--- src/rtl/synth_pkg.sv ---
// Shared types for the synth voice pool.
// Voice and allocator state encodings, volume ceiling.
package synth_pkg;

  typedef enum logic [1:0] {
    FREE,
    ATTACK,
    SUSTAIN,
    RELEASE
  } voice_state_t;

  typedef enum logic [1:0] {
    IDLE,
    SCAN,
    COMMIT
  } alloc_state_t;

  function automatic int unsigned vol_max(
    input int unsigned w
  );
    return (32'd1 << w) - 32'd1;
  endfunction

endpackage

--- src/rtl/voice_envelope.sv ---
// One synth voice: note, age and a linear
// attack/release volume envelope paced by env_tick.
module voice_envelope
  import synth_pkg::*;
#(
  parameter int NOTE_W = 8,
  parameter int VOL_W  = 4,
  parameter int AGE_W  = 4
) (
  input  logic              clk,
  input  logic              reset_n,
  input  logic              env_tick,
  input  logic              load,
  input  logic              retrig,
  input  logic              rel,
  input  logic              age_inc,
  input  logic [NOTE_W-1:0] load_note,
  output voice_state_t      state,
  output logic [VOL_W-1:0]  volume,
  output logic [NOTE_W-1:0] note,
  output logic [AGE_W-1:0]  age
);

  localparam logic [VOL_W-1:0] VMAX =
    VOL_W'(vol_max(VOL_W));
  localparam logic [AGE_W-1:0] AMAX = '1;

  voice_state_t      st_d;
  logic [VOL_W-1:0]  vol_d;
  logic [NOTE_W-1:0] note_d;
  logic [AGE_W-1:0]  age_d;

  // Commit controls win over the envelope tick.
  always_comb begin
    st_d   = state;
    vol_d  = volume;
    note_d = note;
    age_d  = age;
    if (load) begin
      note_d = load_note;
      vol_d  = '0;
      st_d   = ATTACK;
      age_d  = '0;
    end else if (retrig) begin
      st_d  = ATTACK;
      age_d = '0;
    end else if (rel) begin
      st_d = RELEASE;
    end else begin
      if (age_inc && state != FREE &&
          age != AMAX)
        age_d = age + 1'b1;
      if (env_tick) begin
        unique case (state)
          ATTACK: begin
            if (volume == VMAX) begin
              st_d = SUSTAIN;
            end else begin
              vol_d = volume + 1'b1;
              if (volume == VMAX - 1'b1)
                st_d = SUSTAIN;
            end
          end
          SUSTAIN: vol_d = VMAX;
          RELEASE: begin
            if (volume == '0) begin
              st_d = FREE;
            end else begin
              vol_d = volume - 1'b1;
              if (volume == VOL_W'(1))
                st_d = FREE;
            end
          end
          FREE: vol_d = '0;
        endcase
      end
    end
  end

  // Voice register bank.
  always_ff @(posedge clk or negedge reset_n) begin
    if (!reset_n) begin
      state  <= FREE;
      volume <= '0;
      note   <= '0;
      age    <= '0;
    end else begin
      state  <= st_d;
      volume <= vol_d;
      note   <= note_d;
      age    <= age_d;
    end
  end

endmodule

--- src/rtl/voice_allocator.sv ---
// Key-event voice allocator: retrigger, free voice
// or steal oldest, one voice scanned per clock.
module voice_allocator
  import synth_pkg::*;
#(
  parameter int VOICES = 4,
  parameter int NOTE_W = 8,
  parameter int VOL_W  = 4,
  parameter int AGE_W  = 4
) (
  input  logic                     clk,
  input  logic                     reset_n,
  input  logic                     ev_valid,
  output logic                     ev_ready,
  input  logic                     ev_pressed,
  input  logic [NOTE_W-1:0]        ev_code,
  input  logic                     env_tick,
  output logic [VOICES*NOTE_W-1:0] voice_notes,
  output logic [VOICES*VOL_W-1:0]  voice_volumes,
  output logic [VOICES-1:0]        voice_gate,
  output logic                     steal_pulse
);

  localparam int IW =
    (VOICES > 1) ? $clog2(VOICES) : 1;
  localparam logic [IW-1:0] LAST =
    IW'(VOICES - 1);

  alloc_state_t a_q, a_d;

  logic [IW-1:0]     idx_q;
  logic              pressed_q;
  logic [NOTE_W-1:0] code_q;
  logic              match_v, free_v, old_v;
  logic [IW-1:0]     match_q, free_q, old_q;
  logic [AGE_W-1:0]  old_age_q;

  voice_state_t      vst  [VOICES];
  logic [VOL_W-1:0]  vvol [VOICES];
  logic [NOTE_W-1:0] vnote[VOICES];
  logic [AGE_W-1:0]  vage [VOICES];

  logic [VOICES-1:0] load_v, retrig_v;
  logic [VOICES-1:0] rel_v, age_v;
  logic              steal_d;

  voice_state_t      sel_st;
  logic [NOTE_W-1:0] sel_note;
  logic [AGE_W-1:0]  sel_age;

  assign ev_ready = (a_q == IDLE);
  assign sel_st   = vst[idx_q];
  assign sel_note = vnote[idx_q];
  assign sel_age  = vage[idx_q];

  // Allocator state register.
  always_ff @(posedge clk or negedge reset_n) begin
    if (!reset_n) a_q <= IDLE;
    else          a_q <= a_d;
  end

  // Next-state: accept, walk every voice, commit.
  always_comb begin
    a_d = a_q;
    unique case (a_q)
      IDLE:    if (ev_valid) a_d = SCAN;
      SCAN:    if (idx_q == LAST) a_d = COMMIT;
      COMMIT:  a_d = IDLE;
      default: a_d = IDLE;
    endcase
  end

  // Event latch and running scan results.
  always_ff @(posedge clk or negedge reset_n) begin
    if (!reset_n) begin
      idx_q     <= '0;
      pressed_q <= 1'b0;
      code_q    <= '0;
      match_v   <= 1'b0;
      free_v    <= 1'b0;
      old_v     <= 1'b0;
      match_q   <= '0;
      free_q    <= '0;
      old_q     <= '0;
      old_age_q <= '0;
    end else if (a_q == IDLE) begin
      if (ev_valid) begin
        pressed_q <= ev_pressed;
        code_q    <= ev_code;
        idx_q     <= '0;
        match_v   <= 1'b0;
        free_v    <= 1'b0;
        old_v     <= 1'b0;
        match_q   <= '0;
        free_q    <= '0;
        old_q     <= '0;
        old_age_q <= '0;
      end
    end else if (a_q == SCAN) begin
      idx_q <= idx_q + 1'b1;
      if (!match_v && sel_st != FREE &&
          sel_note == code_q) begin
        match_v <= 1'b1;
        match_q <= idx_q;
      end
      if (!free_v && sel_st == FREE) begin
        free_v <= 1'b1;
        free_q <= idx_q;
      end
      if (sel_st != FREE &&
          (!old_v || sel_age > old_age_q)) begin
        old_v     <= 1'b1;
        old_q     <= idx_q;
        old_age_q <= sel_age;
      end
    end
  end

  // Commit decode: one target voice, ages for the rest.
  always_comb begin
    load_v   = '0;
    retrig_v = '0;
    rel_v    = '0;
    age_v    = '0;
    steal_d  = 1'b0;
    if (a_q == COMMIT) begin
      if (pressed_q) begin
        if (match_v) begin
          retrig_v[match_q] = 1'b1;
        end else if (free_v) begin
          load_v[free_q] = 1'b1;
        end else begin
          load_v[old_q] = 1'b1;
          steal_d       = 1'b1;
        end
        age_v = ~(load_v | retrig_v);
      end else if (match_v &&
                   (vst[match_q] == ATTACK ||
                    vst[match_q] == SUSTAIN)) begin
        rel_v[match_q] = 1'b1;
      end
    end
  end

  // Steal strobe, one cycle after the commit edge.
  always_ff @(posedge clk or negedge reset_n) begin
    if (!reset_n) steal_pulse <= 1'b0;
    else          steal_pulse <= steal_d;
  end

  for (genvar i = 0; i < VOICES; i++) begin : g_v
    voice_envelope #(
      .NOTE_W(NOTE_W),
      .VOL_W (VOL_W),
      .AGE_W (AGE_W)
    ) u_env (
      .clk      (clk),
      .reset_n  (reset_n),
      .env_tick (env_tick),
      .load     (load_v[i]),
      .retrig   (retrig_v[i]),
      .rel      (rel_v[i]),
      .age_inc  (age_v[i]),
      .load_note(code_q),
      .state    (vst[i]),
      .volume   (vvol[i]),
      .note     (vnote[i]),
      .age      (vage[i])
    );

    assign voice_notes[i*NOTE_W +: NOTE_W] =
      vnote[i];
    assign voice_volumes[i*VOL_W +: VOL_W] =
      vvol[i];
    assign voice_gate[i] =
      (vst[i] == ATTACK) || (vst[i] == SUSTAIN);
  end

endmodule

--- config.mk ---
export PLATFORM = sky130hd
export DESIGN_NAME = voice_allocator
export DESIGN_NICKNAME = d
export VERILOG_FILES = /design/src/rtl/synth_pkg.sv /design/src/rtl/voice_envelope.sv /design/src/rtl/voice_allocator.sv
export SDC_FILE = /design/constraint.sdc
export NUM_CORES = 1
export LEC_CHECK = 0
export ABC_AREA = 0
export CAP_MARGIN = 20
export CORE_MARGIN = 10
export CORE_UTILIZATION = 41
export CTS_CLUSTER_SIZE = 8
export DETAILED_ROUTE_END_ITERATION = 10
export MAX_ROUTING_LAYER = met4
export PLACE_DENSITY = 0.7
export SETUP_SLACK_MARGIN = 0.3
export SLEW_MARGIN = 25
export SYNTH_ARGS = -nofsm -noshare
export SYNTH_HDL_FRONTEND = slang
export SYNTH_SLANG_ARGS = --single-unit
--- constraint.sdc ---
create_clock -name clk -period 6.2 [get_ports clk]
set_input_delay 0.93 -clock clk [delete_from_list [all_inputs] [get_ports clk]]
set_output_delay 0.93 -clock clk [all_outputs]
set_load 0.02 [all_outputs]
==> impl_summary.log, run 1 <==
INFO  metric synth_net_count = 658
INFO  metric yosys-top-cells-count = dfrtp_1 (99), nor2_1 (51), ha_1 (45)
INFO  metric cts_hold_buf = 0
INFO  metric fin_worst_skew = 9.04 ps
INFO  metric synth_cells = 600
INFO  metric cp.arrival = 3590 ps
INFO  metric die_area = 20000 sq um
INFO  metric regToRegEndpoint = old_age_q[0]
INFO  metric reg2reg_setup_slack = 2900 ps
INFO  metric clock_tree_from_tritoncts = yes
INFO  metric grt_antenna_before_repair = 0
INFO  metric worst_slew_pin_slew = ~1000 ps
INFO  metric numPortBuffers = 66
INFO  metric fillCellCount = 1305
INFO  metric cts.htree.levels = 3
INFO  metric detailroute.via_count = 4744
INFO  metric grt_pass1_vias = 4808
INFO  metric post-cts-setup-buffer-count = 0
INFO  metric wire_length_of_the_first_global_routing_pass = roughly 25000 um
INFO  metric setup.worst_path.start_class = flip-flop
INFO  metric crit_start = idx_q[0]
INFO  metric synth_warnings = 0
INFO  metric placement_rows = 44
INFO  metric total_negative_setup_slacks = 0 ps
INFO  metric effective_utilization_at_floorplan = around two fifths
INFO  metric io_pins = 67
INFO  metric fmax = 303 MHz
INFO  metric synth.cell_area = 6040 sq um
INFO  metric floorplan.die.height = 141 um
INFO  metric maximum_number_of_pins_on_one_net_before_global_route_repair = between 50 and 60
INFO  metric worst_skew_pair.late_latency = 350 ps
INFO  metric r2r.worst_path.cells = 9
INFO  metric layout_overhead_on_the_synthesized_area = 18.4%
INFO  metric synth.yosys.seq_area_share = 41.0%
INFO  metric drtIter0Drc = 309
INFO  metric synth_seq_cells = 99
INFO  metric critical_path_peak_fanout = 20
INFO  metric critPathCaptureType = flip-flop
INFO  metric power.clock.fraction = 18.8%
INFO  metric switching_power = around 0.0014 W
INFO  metric cell_at_the_root_of_the_clock_tree = clkbuf_16
INFO  metric dominantRegCellSynth = dfrtp_1
INFO  metric timing.critical_path.required = approximately 6500 ps
INFO  metric hold_class = flip-flop to flip-flop
INFO  metric syn_area_per_cell = 10.1 sq um
INFO  metric seqPwrFrac = between 30% and 40%
INFO  metric clk_transition_reported_paths = approximately 70 ps
INFO  metric yosysTopAreaCell = dfrtp_1
INFO  metric post_cts.resized_instances = 0
INFO  metric crit_end = old_age_q[0]
INFO  metric num-nets-final = 706
INFO  metric setup_viol = 0
INFO  metric static-leakage-power = 3.19 nW
INFO  metric unrepaired_setup_endpoints_after_global_routing = false
INFO  metric design.core.area = 14500 sq um
INFO  metric dieWidth = between 100 and 150 um
INFO  metric irDropWorstVdd = 0.227 mV
INFO  metric clock_path_buffers = 2
INFO  metric post-route-period-util = 53.2%
INFO  metric yosys.area.top_type_share = between 40% and 50%
INFO  metric antenna-diode-count = 0
INFO  metric detail_route.first_pass.iterations = 4
INFO  metric cts.sinks = 99
INFO  metric combinational_power_share = 44.8%
INFO  metric run_status = finished clean
INFO  metric drv_cap = 0
INFO  metric fin_crit = 3300 ps
INFO  metric crit-reg2reg-launch = idx_q[0]
INFO  metric globalplace.congestion = 0.870
INFO  metric synth_area_leaders = dfrtp_1 (41%), ha_1 (9.3%), mux2_2 (8.0%)
INFO  metric power.density_cell_area = 477 nW/um^2
INFO  metric p_total = 0.00341 W
INFO  metric globalRoute.totalOverflow = 0
INFO  metric path_class = flip-flop to flip-flop
INFO  metric post_route_cells_drive_above_1_share = 10.7%
INFO  metric vias_per_cell = around 5.7
INFO  metric synth-edff-count = 0
INFO  metric internal_power = 0.00199 W
INFO  metric final-hold-violation-count = 0
INFO  metric synth.lib_cells_used.distinct = 55
INFO  metric dpl.hpwl = 11100 um
INFO  metric slew_violations = 0
INFO  metric ant_nets = 0
INFO  metric grt_usage = 15.7%
INFO  metric max_slew_margin = between 20% and 30%
INFO  metric holdCritStartpoint = old_age_q[2]
INFO  metric synth_async_sr_flop_share = 100%
INFO  metric post-route-drc-count = 0
INFO  metric switching_share = a little over two fifths
INFO  metric per_cell_routed_wire_length = 18.4 um
INFO  metric finalWirelength = 15400 um
INFO  metric numCtsBuffers = 9
INFO  metric yosysMostFrequentCell = dfrtp_1
==> critical path: stages, from the launching register on <==
cell,delay [ps]
dfrtp_1,910
mux4_2,640
ha_1,320
nor2b_1,130
o21a_1,110
o21a_1,90
o21ai_0,70
a211o_1,370
nor2_1,360
a22o_1,220
==> kinds of logic after synthesis <==
group           count (synthesis)  share of synthesized area [%]
fa+ha+maj                      45                           9.32
xor+xnor                       30                           4.35
mux                            71                           14.5
compound gates                118                           12.9
simple gates                  168                           13.4
buf+inv                        69                           4.49
flops                          99                           41.0
==> power by group through the flow <==
| stage | sequential, W | clock (W) | combinational, W |
|---|---|---|---|
| after global placement | 0.00123 | 0 | 0.00148 |
| after detailed placement | 0.00124 | 0 | 0.00152 |
| after global routing | 0.00129 | 0.000674 | 0.00169 |
| after floorplan | 0.00117 | 0 | 0.00103 |
| final | 0.00124 | 0.000643 | 0.00153 |
| after CTS | 0.00124 | 0.000655 | 0.00154 |
==> layer usage <==
metal  GRT usage, %  vias up  routed length, um
li1               -     2236                  -
met1           19.4     2325               7030
met2           24.4      156               7070
met3           3.54       27                862
met4           6.72        0                416
met5              -        -                  0
==> metrics by stage <==
stage | util [%] | cell area, sq um | setup slack, ps | cells | hold slack (ps)
3_5_place_dp | 47.1 | 6820 | 2950 | 821 | 493
2_1_floorplan | - | 6040 | 3270 | 600 | 451
6_report | 49.4 | 7160 | 2900 | 837 | 517
4_1_cts | 49.4 | 7160 | 2920 | 837 | 510
5_1_grt | 49.4 | 7160 | 2690 | 837 | 531
3_3_place_gp | 47.1 | 6820 | 3100 | 821 | 473
==> layout make-up <==
class / instances / area (sq um) / share of cell area (%)
well taps: 184 / 230 / 3.22
multi-input cells: 432 / 3290 / 46.0
clock buffers: 10 / 229 / 3.20
inverters: 38 / 143 / 1.99
repair buffers: 68 / 673 / 9.40
flip-flops and latches: 99 / 2480 / 34.6
clock inverters: 6 / 111 / 1.56
==> sequential cells by signal, summed over array words and instances, names as in the netlist <==
signal	count
code_q	8
steal_pulse	1
g_v.u_env.age	16
free_q	2
old_v	1
g_v.u_env.note	32
old_q	2
free_v	1
idx_q	2
match_q	2
g_v.u_env.state	8
old_age_q	4
a_q	2
match_v	1
pressed_q	1
g_v.u_env.volume	16
==> worst min path at each step <==
stage,endpoint,cells after the start
6_report,old_age_q[2],1
5_1_grt,old_age_q[2],1
4_1_cts,old_age_q[2],1
3_5_place_dp,old_age_q[2],1
3_3_place_gp,old_v,1
2_1_floorplan,old_v,1
==> layout by cell type, fill, tap and decap left out, drive strengths merged, types with 8 or more instances in the layout <==
cell type,instances
a21oi,23
a31oi,10
clkbuf,10
clkdlybuf4s50,65
dfrtp,99
ha,45
inv,39
mux2,43
mux2i,20
mux4,8
nand2,40
nand3,19
nand4,9
nor2,51
nor3,12
o211ai,12
o21ai,27
xnor2,12
xor2,18
Note: power is estimated with default switching activity, not from simulation.
==> run 2, diff against run 1 <==
==> constraint.sdc (replaced) <==
create_clock -name clk -period 3.4 [get_ports clk]
set_input_delay 0.51 -clock clk [delete_from_list [all_inputs] [get_ports clk]]
set_output_delay 0.51 -clock clk [all_outputs]
set_load 0.02 [all_outputs]
==> impl_summary.log, run 2 (synthesized netlist as in run 1, its figures left out) <==
INFO  metric area.sequential = 2480 sq um (unchanged)
INFO  metric setup_viol = 0 (unchanged)
INFO  metric post-route-period-util = 81.7% (+29 points)
INFO  metric critical_path_peak_fanout = 17 (-15%)
INFO  metric multi_input_gate_area = 3300 sq um (+0.23%)
INFO  metric path_class = flip-flop to flip-flop
INFO  metric globalRoute.totalOverflow = 0 (unchanged)
INFO  metric final_cell_count_no_fill = 841 (+0.48%)
INFO  metric unrepaired_setup_endpoints_after_global_routing = false
INFO  metric cell_at_the_root_of_the_clock_tree = clkbuf_16
INFO  metric globalplace.congestion = 0.888 (+2.0%)
INFO  metric worst_slew_pin_slew = 771 ps (-277 ps)
INFO  metric mostFrequentLayoutCells = dfrtp_1 (99), clkdlybuf4s50_1 (65), nor2_1 (51)
INFO  metric post-cts-setup-buffer-count = 0 (unchanged)
INFO  metric worst_skew_pair.late_latency = 350 ps (about the same)
INFO  metric fin_worst_skew = 7.96 ps (-1.08 ps)
INFO  metric drv_cap = 0 (unchanged)
INFO  metric critPathCaptureType = flip-flop
INFO  metric vias_per_cell = 5.68 (+0.17%)
INFO  metric clock_path_buffers = 2 (unchanged)
INFO  metric timing.critical_path.required = 3690 ps (-2800 ps)
INFO  metric dpl.cell_count = 826 (+0.61%)
INFO  metric total_negative_setup_slacks = 0 ps (unchanged)
INFO  metric fillCellCount = 1298 (-0.54%)
INFO  metric ant_nets = 0 (unchanged)
INFO  metric detailroute.via_count = 4775 (+0.65%)
INFO  metric drtIter0Drc = 340 (+10%)
INFO  metric fmax = 360 MHz (+19%)
INFO  metric cts.htree.levels = 3 (unchanged)
INFO  metric io_pins = 67 (unchanged)
INFO  metric post-route-drc-count = 0 (unchanged)
INFO  metric placement_rows = 44 (unchanged)
INFO  metric max_slew_margin = 48.2% (+18 points)
INFO  metric cts.sinks = 99 (unchanged)
INFO  metric power.density_cell_area = 874 nW/um^2 (+83%)
INFO  metric top_register = g_v.u_env.note
INFO  metric antenna-diode-count = 0 (unchanged)
INFO  metric numPortBuffers = 66 (unchanged)
INFO  metric cpMaxStageDelayCell = mux4_2
INFO  metric slew_violations = 0 (unchanged)
INFO  metric grt_pass1_vias = 4800 (-0.17%)
INFO  metric effective_utilization_at_floorplan = 41.7% (unchanged)
INFO  metric finalWirelength = 15300 um (-0.23%)
INFO  metric biggest_regs = g_v.u_env.note: 32 flops, g_v.u_env.age: 16 flops, g_v.u_env.volume: 16 flops
INFO  metric grt_usage = 15.8% (+0.079 points)
INFO  metric post_route_cells_drive_above_1_share = 11.6% (+0.85 points)
INFO  metric maximum_number_of_pins_on_one_net_before_global_route_repair = 59 (+9.3%)
INFO  metric run_status = finished clean
INFO  metric irDropWorstVdd = 0.419 mV (+85%)
INFO  metric post_cts.resized_instances = 0 (unchanged)
INFO  metric per_cell_routed_wire_length = 18.2 um (-0.70%)
INFO  metric most_frequent_standard_cell_in_the_layout_excluding_fill_and_tap_cells = dfrtp_1
INFO  metric clk_transition_reported_paths = 70 ps (about the same)
INFO  metric final-hold-violation-count = 0 (unchanged)
INFO  metric floorplan.die.height = 141 um (unchanged)
INFO  metric largest_register_ff_count = 32 (unchanged)
INFO  metric crit_path_cell_trace = buf_4 -> mux4_2 -> ha_1 -> o21a_1 -> o21ai_0 -> a211o_1 -> nor2_1 -> a22o_1
INFO  metric num-nets-final = 711 (+0.71%)
INFO  metric hold_class = input port to asynchronous set/reset pin
INFO  metric layout_overhead_on_the_synthesized_area = 19.8%
INFO  metric cts_hold_buf = 0 (unchanged)
INFO  metric wire_length_of_the_first_global_routing_pass = 25100 um (about the same)
INFO  metric fin_crit = 2780 ps (-521 ps)
INFO  metric setup.worst_path.start_class = flip-flop
INFO  metric design.core.area = 14500 sq um (unchanged)
INFO  metric grt_antenna_before_repair = 0 (unchanged)
INFO  metric detail_route.first_pass.iterations = 5 (+1)
INFO  metric critical_path.max_stage_delay = 550 ps (-360 ps)
INFO  metric dpl.hpwl = 11300 um (+1.7%)
INFO  metric cp.arrival = 3070 ps (-520 ps)
INFO  metric static-leakage-power = 3.24 nW (+1.3%)
INFO  metric dieWidth = 141 um (unchanged)
INFO  metric clock_tree_from_tritoncts = yes
INFO  metric numCtsBuffers = 9 (unchanged)
INFO  metric die_area = 20000 sq um (unchanged)
[run 2: final cells by class]
cell class / instances / share of cell area (%)
tap: 184 / 3.18
inverter: 38 / 1.97
clock buffer: 9 / 3.11
timing repair buffer: 73 / 9.99
sequential: 99 / 34.2
multi-input combinational: 432 / 45.6
clock inverter: 6 / 1.88
[run 2: metrics by stage]
step / util (%) / hold WS (ps) / power [W] / setup slack (ps) / cell area [sq um]
floorplan: - / 214 / 0.00402 / 469 / 6040
global placement: 47.4 / 477 / 0.00497 / 775 / 6870
detailed placement: 47.4 / 474 / 0.00508 / 649 / 6870
CTS: 49.9 / 247 / 0.00635 / 638 / 7230
global route: 50.0 / 281 / 0.00677 / 482 / 7240
finish: 50.0 / 220 / 0.00632 / 621 / 7240
[run 2: worst paths after layout]
kind | startpoint | endpoint | slack, ps | cells after the start
worst max register to register | idx_q[0] | old_age_q[1] | 620 | 8
worst min register to register | old_v | old_v | 490 | 1
worst max-delay path | idx_q[0] | old_age_q[1] | 620 | 8
min in group clk | old_v | old_v | 490 | 1
max in group asynchronous | reset_n | g_v[2].u_env.state[0] | 2490 | 2
worst min-delay path | reset_n | g_v[1].u_env.note[4] | 220 | 1
[run 2: layer usage]
layer	vias up	global-route usage, %	wire length [um]
met5	-	-	0
met4	0	5.81	330
met3	26	3.14	714
met2	163	24.5	7180
met1	2349	20.1	7120
li1	2237	-	-
[run 2: critical path, delay by kind of cell (launching register included)]
| family | cells | cell delay, ps |
|---|---|---|
| flip-flops | 1 | 450 |
| buffers and inverters | 1 | 290 |
| adder cells (fa/ha/maj) | 1 | 320 |
| AND/OR/NAND/NOR | 1 | 340 |
| AO/OA/AOI/OAI | 4 | 770 |
| multiplexers | 1 | 550 |
[run 2: power by group]
group / switching, W / internal [W] / total, W
logic: 0.00152 / 0.00137 / 0.00289
registers: 0.000636 / 0.00155 / 0.00219
clock network: 0.000457 / 0.000792 / 0.00125
==> run 3, diff against run 2 <==
--- a/config.mk
+++ b/config.mk
@@ -12,7 +12,7 @@
 export CTS_CLUSTER_SIZE = 8
 export DETAILED_ROUTE_END_ITERATION = 10
 export MAX_ROUTING_LAYER = met4
-export PLACE_DENSITY = 0.7
+export PLACE_DENSITY = 0.73
 export SETUP_SLACK_MARGIN = 0.3
 export SLEW_MARGIN = 25
 export SYNTH_ARGS = -nofsm -noshare
==> constraint.sdc (replaced) <==
create_clock -name clk -period 2.5 [get_ports clk]
set_input_delay 0.375 -clock clk [delete_from_list [all_inputs] [get_ports clk]]
set_output_delay 0.375 -clock clk [all_outputs]
set_load 0.02 [all_outputs]
==> impl_summary.log, run 3 (synthesized netlist as in run 1, its figures left out) <==
INFO  metric post-route-drc-count = 0 (unchanged)
INFO  metric layout_overhead_on_the_synthesized_area = 22.9%
INFO  metric finalWirelength = 15100 um (-1.3%)
INFO  metric io_pins = 67 (unchanged)
INFO  metric numPortBuffers = 66 (unchanged)
INFO  metric worst_skew_pair.late_latency = 360 ps (about the same)
INFO  metric numCtsBuffers = 9 (unchanged)
INFO  metric r2r.worst_path.cells = 9 (+1)
INFO  metric critPathCaptureType = flip-flop
INFO  metric ant_nets = 0 (unchanged)
INFO  metric p_total = 0.00855 W (+35%)
INFO  metric crit-reg2reg-launch = idx_q[0]
INFO  metric unrepaired_setup_endpoints_after_global_routing = true
INFO  metric design.core.area = 14500 sq um (unchanged)
INFO  metric fmax = 403 MHz (+12%)
INFO  metric path_class = flip-flop to flip-flop
INFO  metric globalplace.congestion = 0.895 (+0.82%)
INFO  metric largest_register_ff_count = 32 (unchanged)
INFO  metric most_frequent_standard_cell_in_the_layout_excluding_fill_and_tap_cells = dfrtp_1
INFO  metric worst_slew_pin_slew = 825 ps (+54.4 ps)
INFO  metric post_route_cells_drive_above_1_share = 16.4% (+4.8 points)
INFO  metric cp.arrival = 2720 ps (-350 ps)
INFO  metric slew_violations = 0 (unchanged)
INFO  metric drv_cap = 0 (unchanged)
INFO  metric timing.critical_path.required = 2740 ps (-950 ps)
INFO  metric num-nets-final = 730 (+2.7%)
INFO  metric biggest_regs = g_v.u_env.note: 32 flops, g_v.u_env.age: 16 flops, g_v.u_env.volume: 16 flops
INFO  metric max_slew_margin = 44.5% (-3.7 points)
INFO  metric failed_checks = hold timing
INFO  metric clock_path_buffers = 2 (unchanged)
INFO  metric static-leakage-power = 3.32 nW (+2.7%)
INFO  metric setup_viol = 0 (unchanged)
INFO  metric combinational_power_share = 48.8% (+3.1 points)
INFO  metric dieWidth = 141 um (unchanged)
INFO  metric antenna-diode-count = 0 (unchanged)
INFO  metric die_area = 20000 sq um (unchanged)
INFO  metric fin_crit = 2480 ps (-299 ps)
INFO  metric placement_rows = 44 (unchanged)
INFO  metric cts.sinks = 99 (unchanged)
INFO  metric drtIter0Drc = 266 (-22%)
INFO  metric detail_route.first_pass.iterations = 5 (unchanged)
INFO  metric switching_power = 0.00359 W (+37%)
INFO  metric maximum_number_of_pins_on_one_net_before_global_route_repair = 60 (+1.7%)
INFO  metric per_cell_routed_wire_length = 17.6 um (-3.6%)
INFO  metric hold_class = input port to asynchronous set/reset pin
INFO  metric finalCoreUtilization = 51.3% (+1.3 points)
INFO  metric mostFrequentLayoutCells = dfrtp_1 (94), clkdlybuf4s50_1 (61), nor2_1 (50)
INFO  metric regToRegEndpoint = old_age_q[0]
INFO  metric critical_path_peak_fanout = 4 (-13)
INFO  metric post-route-period-util = 99.2% (+17 points)
INFO  metric reg2reg_setup_slack = 20 ps (-600 ps)
INFO  metric cts.htree.levels = 3 (unchanged)
INFO  metric detailroute.via_count = 4828 (+1.1%)
INFO  metric wire_length_of_the_first_global_routing_pass = 24800 um (-1.0%)
INFO  metric cts_hold_buf = 0 (unchanged)
INFO  metric hold-worst-slack = -12.8 ps (-233 ps)
INFO  metric final_cell_count_no_fill = 861 (+2.4%)
INFO  metric grt_antenna_before_repair = 0 (unchanged)
INFO  metric switching_share = 42.0% (+0.64 points)
INFO  metric total_negative_setup_slacks = 0 ps (unchanged)
INFO  metric irDropWorstVdd = 0.669 mV (+60%)
INFO  metric dpl.hpwl = 11100 um (-1.6%)
INFO  metric floorplan.die.height = 141 um (unchanged)
INFO  metric grt_pass1_vias = 4828 (+0.58%)
INFO  metric grt_usage = 15.6% (-0.21 points)
INFO  metric clock_tree_from_tritoncts = yes
INFO  metric effective_utilization_at_floorplan = 41.7% (unchanged)
INFO  metric power.clock.fraction = 16.5% (-3.2 points)
INFO  metric seqPwrFrac = 34.7% (about the same)
INFO  metric vias_per_cell = 5.61 (-1.2%)
INFO  metric setup.worst_path.start_class = flip-flop
INFO  metric internal_power = 0.00496 W (+34%)
INFO  metric clk_transition_reported_paths = 70 ps (about the same)
INFO  metric dpl.cell_count = 836 (+1.2%)
INFO  metric power.density_cell_area = 1150 nW/um^2 (+32%)
INFO  metric run_status = complete, but fails checks
INFO  metric fin_worst_skew = 7.67 ps (-0.297 ps)
INFO  metric cell_at_the_root_of_the_clock_tree = clkbuf_16
INFO  metric final-hold-violation-count = 15 (+15)
INFO  metric top_register = g_v.u_env.note
INFO  metric globalRoute.totalOverflow = 0 (unchanged)
==> run 3: changes by cell type in the layout (fill, tap and decap cells not counted), moves of 3 or more <==
| cell | delta |
|---|---|
| buf_4 | +15 |
| bufinv_16 | -3 |
| clkbuf_1 | +3 |
| clkdlybuf4s50_1 | -4 |
| dfrtp_1 | -5 |
| dfrtp_2 | +5 |
| dlygate4sd2_1 | +4 |
| ha_1 | -3 |
| ha_4 | +3 |
| nand3_1 | -3 |
| nand3_2 | +3 |
==> run 3: worst max path at each step <==
stage	from	cells after the start	endpoint	slack [ps]
3_5_place_dp	idx_q[0]	9	old_age_q[0]	-30
3_3_place_gp	idx_q[0]	9	old_age_q[1]	70
2_1_floorplan	idx_q[0]	11	old_age_q[0]	-120
5_1_grt	g_v[0].u_env.age[1]	10	old_age_q[0]	-90
4_1_cts	idx_q[0]	9	old_age_q[0]	-9
6_report	idx_q[0]	9	old_age_q[0]	20
==> run 3: area by class of cell <==
class	instances	area (sq um)
Fill cell	1245	7050
Tap cell	184	230
Timing Repair Buffer	92	893
Inverter	38	143
Sequential cell	99	2480
Clock inverter	3	46.3
Multi-Input combinational cell	432	3380
Clock buffer	13	250
==> run 3: timing repair <==
item,CTS,global route
setup endpoints to repair,16,17
gates resized for setup,19,11
pin swaps,3,6
buffers inserted,4,5
==> run 3: critical path, cell delays in order, from the launching register on <==
cell and delay, ps:
dfrtp_2 390, mux4_2 560, ha_4 300, nor2b_4 120
o21a_1 110, o21a_1 100, o21ai_1 50, a211o_1 290
a21o_1 230, a22o_1 210
==> run 3: power by group through the flow <==
stage                     sequential, W  combinational [W]  clock [W]
final                           0.00296            0.00418    0.00141
after global routing            0.00307            0.00460    0.00151
after CTS                       0.00294            0.00411    0.00144
after detailed placement        0.00295            0.00401          0
after global placement          0.00290            0.00391          0
after floorplan                 0.00291            0.00261          0
==> run 3: layer usage <==
metal  share of wire, %  GRT usage, %  wire length [um]  up-vias
met5                  0             -                 0        -
met2                 48          24.4              7220      140
met1                 46          19.3              6910     2380
li1                   -             -                 -     2280
met3                4.7          3.50               715       28
met4                2.0          5.76               301        0
==> run 3: per-stage QoR <==
step	hold WS [ps]	setup slack [ps]	area, sq um
after global routing	33.5	-85.3	7430
after floorplan	79.4	-120	6080
after detailed placement	386	-26.1	6970
final	-12.8	20.4	7430
after CTS	10.4	-8.64	7350
after global placement	380	74.1	6970
